<file path="config.mk">
export PLATFORM = sky130hd
export DESIGN_NAME = sadd_rr_arbiter
export DESIGN_NICKNAME = d
export VERILOG_FILES = /design/src/rtl/sadd_rr_arbiter.sv
export SDC_FILE = /design/constraint.sdc
export NUM_CORES = 1
export LEC_CHECK = 0
export ABC_CLOCK_PERIOD_IN_PS = 6700
export CAP_MARGIN = 10
export CORE_AREA = 2 2 117 119
export DETAILED_ROUTE_END_ITERATION = 16
export DIE_AREA = 0 0 119 121
export GPL_TIMING_DRIVEN = 0
export PLACE_DENSITY = 0.83
export SKIP_CTS_REPAIR_TIMING = 1
export SLEW_MARGIN = 20
export SYNTH_ARGS = -nofsm -noshare
export SYNTH_HDL_FRONTEND = slang
export SYNTH_SLANG_ARGS = --single-unit
</file>
<file path="constraint.sdc">
create_clock -name clk -period 6.7 [get_ports clk]
set_clock_uncertainty 0.2 [all_clocks]
set_input_delay 0.67 -clock clk [delete_from_list [all_inputs] [get_ports clk]]
set_output_delay 0.67 -clock clk [all_outputs]
set_load 0.01 [all_outputs]
</file>
<file path="src/rtl/sadd_rr_arbiter.sv">
// sadd_rr_arbiter: round-robin shared signed adder with overflow flag and optional saturation
module sadd_rr_arbiter #(
  parameter int WIDTH = 32,
  parameter int N_REQ = 4,
  parameter bit SATURATE = 1'b0,
  parameter int IDW = $clog2(N_REQ)
) (
  input  logic                   clk,
  input  logic                   reset_n,
  input  logic [N_REQ-1:0]       req_valid,
  output logic [N_REQ-1:0]       req_ready,
  input  logic [N_REQ*WIDTH-1:0] req_left,
  input  logic [N_REQ*WIDTH-1:0] req_right,
  output logic                   resp_valid,
  input  logic                   resp_ready,
  output logic [WIDTH-1:0]       resp_out,
  output logic [IDW-1:0]         resp_id,
  output logic                   resp_ovf
);
  logic [IDW-1:0] ptr, win, nxt;
  logic found, can_accept, accept, ovf;
  logic [WIDTH-1:0] l, r, sum, res;
  // scan downwards from ptr+N_REQ-1 so the requester closest to ptr is assigned last and wins
  always_comb begin
    found = 1'b0;
    win = '0;
    for (int k = N_REQ-1; k >= 0; k--)
      if (req_valid[(int'(ptr) + k) % N_REQ]) begin
        found = 1'b1;
        win = IDW'((int'(ptr) + k) % N_REQ);
      end
  end
  assign can_accept = !resp_valid || resp_ready;
  assign accept = found && can_accept;
  assign req_ready = (reset_n && accept) ? N_REQ'(1) << win : '0;
  assign l = req_left[win*WIDTH +: WIDTH];
  assign r = req_right[win*WIDTH +: WIDTH];
  assign sum = l + r;
  assign ovf = (l[WIDTH-1] == r[WIDTH-1]) && (sum[WIDTH-1] != l[WIDTH-1]);
  assign res = (SATURATE && ovf) ? {l[WIDTH-1], {(WIDTH-1){!l[WIDTH-1]}}} : sum;
  assign nxt = (win == IDW'(N_REQ-1)) ? '0 : win + 1'b1;
  always_ff @(posedge clk) begin
    if (!reset_n) begin
      resp_valid <= 1'b0;
      resp_out <= '0;
      resp_id <= '0;
      resp_ovf <= 1'b0;
      ptr <= '0;
    end else if (accept) begin
      resp_valid <= 1'b1;
      resp_out <= res;
      resp_id <= win;
      resp_ovf <= ovf;
      ptr <= nxt;
    end else if (resp_ready) begin
      resp_valid <= 1'b0;
    end
  end
endmodule
</file>
==> metrics <==
most common cell after layout, fill and taps aside nand2_1; Routed WL 20.37 mm; Initial Util 38.89%; Site Rows 42; Residual DRC 0; clock slew at reported path FFs 60 ps; post-synthesis cell type count 65; first-pass GRT wire length 32.02 mm; worst reg2reg setup slack 1490 ps; TritonRoute pass-1 iters 4; CP endpoint kind flip-flop; layout cell share with drive strength beyond 1 3.073%; Synthesis Warnings 0; Vias per Instance 5.355; Multi-input gate area 0.004035 mm^2; register area share after synthesis 14.95%; reg2reg path depth 17; Mapped Avg Cell Area 6.138 um^2; Syn Nets 1128; DP Worst Slack 609.1 ps; Routability Congestion 0.9102; RSZ-0062 raised after global routing false; Hold Crit Depth 2; # diodes 0; WL/cell 15.49 um; met2 usage 49.25%; max-cap viol count 0; CTS tree built; crit path time final 5801 ps; Tot Pwr 0.002533 W; H-tree depth 2; Post-Syn Instances 829; final hold vios 0; global route overflow 0; Lkg Pwr 3.589 nW; ys flop type dfxtp_1; Core Box Area 0.01309 mm^2; Yosys reg bits 38; Synth area leaders nand2_1 (22%), dfxtp_1 (15%), a31oi_1 (8.6%); die area 0.01440 mm^2; Slew Limit Fails 0; gr busiest metal met2; min-delay worst type flip-flop to flip-flop; Crit path required time 6710 ps; DP HPWL 16.63 mm; Port Buf Inserts 302; DR iter-0 viols 319; Clk Latency, worst-skew pair 270 ps; GRT Util Overall 27.02%; initial antenna violation count 0; peak supply drop 0.0001422 V; Post-synth EDFFs 0; nets@finish 1437; vias in the first global route 6640; final setup fails 0; Max Clock Freq 172.4 MHz; setup_tns 0 ps; Rel. slew slack 48.30%; post-route cell area 0.008502 mm^2; Worst Setup Slack, final 899.0 ps; dominant cell type by area after synthesis nand2_1; share of the synthesized area in the top cell type 22.35%; Bufs on Longest Clock Path 2; CTS Buf Count 5; pin slew with the least headroom to its limit 775.5 ps; Post-Place Cell Area 0.008332 mm^2; commonest non-fill, non-tap cells in the layout nand2_1 (303), clkdlybuf4s50_1 (302), a31oi_1 (70); Final Cycle Share 86.58%; grt met3 use 3.853%; status completed; Setup CP Type input pin to flip-flop; CP startpoint kind input pin; crit-path max FO 10; clk sinks 38; layout overhead on the synthesized area 67.08%; Via Count 7042; # fillers 1241; Sequential cell area 760.7 um^2; met1 usage 33.37%; largest net degree at the start of global routing 14; Critical Path AT 5810 ps; clock root buffer clkbuf_16; Async SR Flop Fraction 0%; I/O pin total 303; Die Width 119 um; Die H 121 um; Mapped Area 0.005089 mm^2; post-route ant nets 0; power density of the placed cells 297.9 mW/mm^2
==> critical path, stage by stage <==
cell             delay (ps)
clkdlybuf4s50_1         500
nor2b_1                 200
a21oi_1                  70
o221ai_2                300
buf_4                   300
clkbuf_1                560
clkbuf_1                440
nand2_1                 100
a31oi_1                 310
ha_1                    310
a211oi_2                300
nor4_2                   90
nor3_2                  320
a221o_2                 270
a211oi_2                 90
o211a_1                 270
or4_1                   520
a31oi_1                 160
==> power by group <==
group          switching (W)  internal (W)  total, W
Combinational        0.00101      0.000894   0.00190
Sequential         0.0000447      0.000315  0.000360
Clock              0.0000933      0.000175  0.000269
Total                0.00115       0.00138   0.00253
==> cells in the mapped netlist, drive strengths merged, types with 2 or more instances <==
cell type  instances
nand2            303
a31oi             70
and3              69
a21oi             55
clkbuf            51
dfxtp             38
ha                35
nand3             21
o21ai             20
inv               16
nor2              16
xnor2             12
a21o              10
a211oi             7
nor3               7
and2               6
buf                6
mux2i              6
o31ai              6
xor2               6
nor2b              5
nor3b              5
or2                5
o21a               4
o21bai             4
a21boi             3
nand2b             3
nand3b             3
nor4               3
o211ai             3
or3                3
a211o              2
a31o               2
mux2               2
nand4              2
nand4b             2
o2111ai            2
o211a              2
o221ai             2
==> cell families after synthesis <==
group           synth area share, %
simple gates                  40.55
compound gates                25.03
buf+inv                       5.754
flops                         14.95
fa+ha+maj                     8.999
xor+xnor                      3.098
mux                           1.623
==> layer usage <==
metal	routed length [um]	part of all wire, %
met5	0	0
met4	420	2.1
met3	1304	6.4
met2	9982	49
met1	8659	43
==> final timing paths <==
path / startpoint / end
worst max-delay path: req_valid[0] / resp_ovf
worst min-delay path: resp_out[20] / resp_out[20]
worst max register to register: ptr[0] / resp_ovf
worst min register to register: resp_out[20] / resp_out[20]
==> sequential cells by signal, summed over array words and instances (netlist names) <==
signal and flops:
resp_ovf 1, resp_id 2, resp_out 32, resp_valid 1
ptr 2
==> area by class of cell <==
cell class / instances / area share [%]
buffer: 57 / 2.737
tap: 176 / 2.590
clock inverter: 3 / 0.5298
sequential: 38 / 8.948
inverter: 16 / 0.7064
clock buffer: 5 / 1.472
timing repair buffer: 302 / 35.56
multi-input combinational: 718 / 47.46
==> metrics by stage <==
step | instances | utilization (%) | hold WS (ps)
finish | 1315 | 64.97 | 249.7
global route | 1315 | 64.97 | 269.2
CTS | 1315 | 64.97 | 251.5
detailed placement | 1307 | 63.67 | 245.0
global placement | 1307 | 63.67 | 237.7
floorplan | 829 | - | 276.1
(Power assumes the default switching activity.)
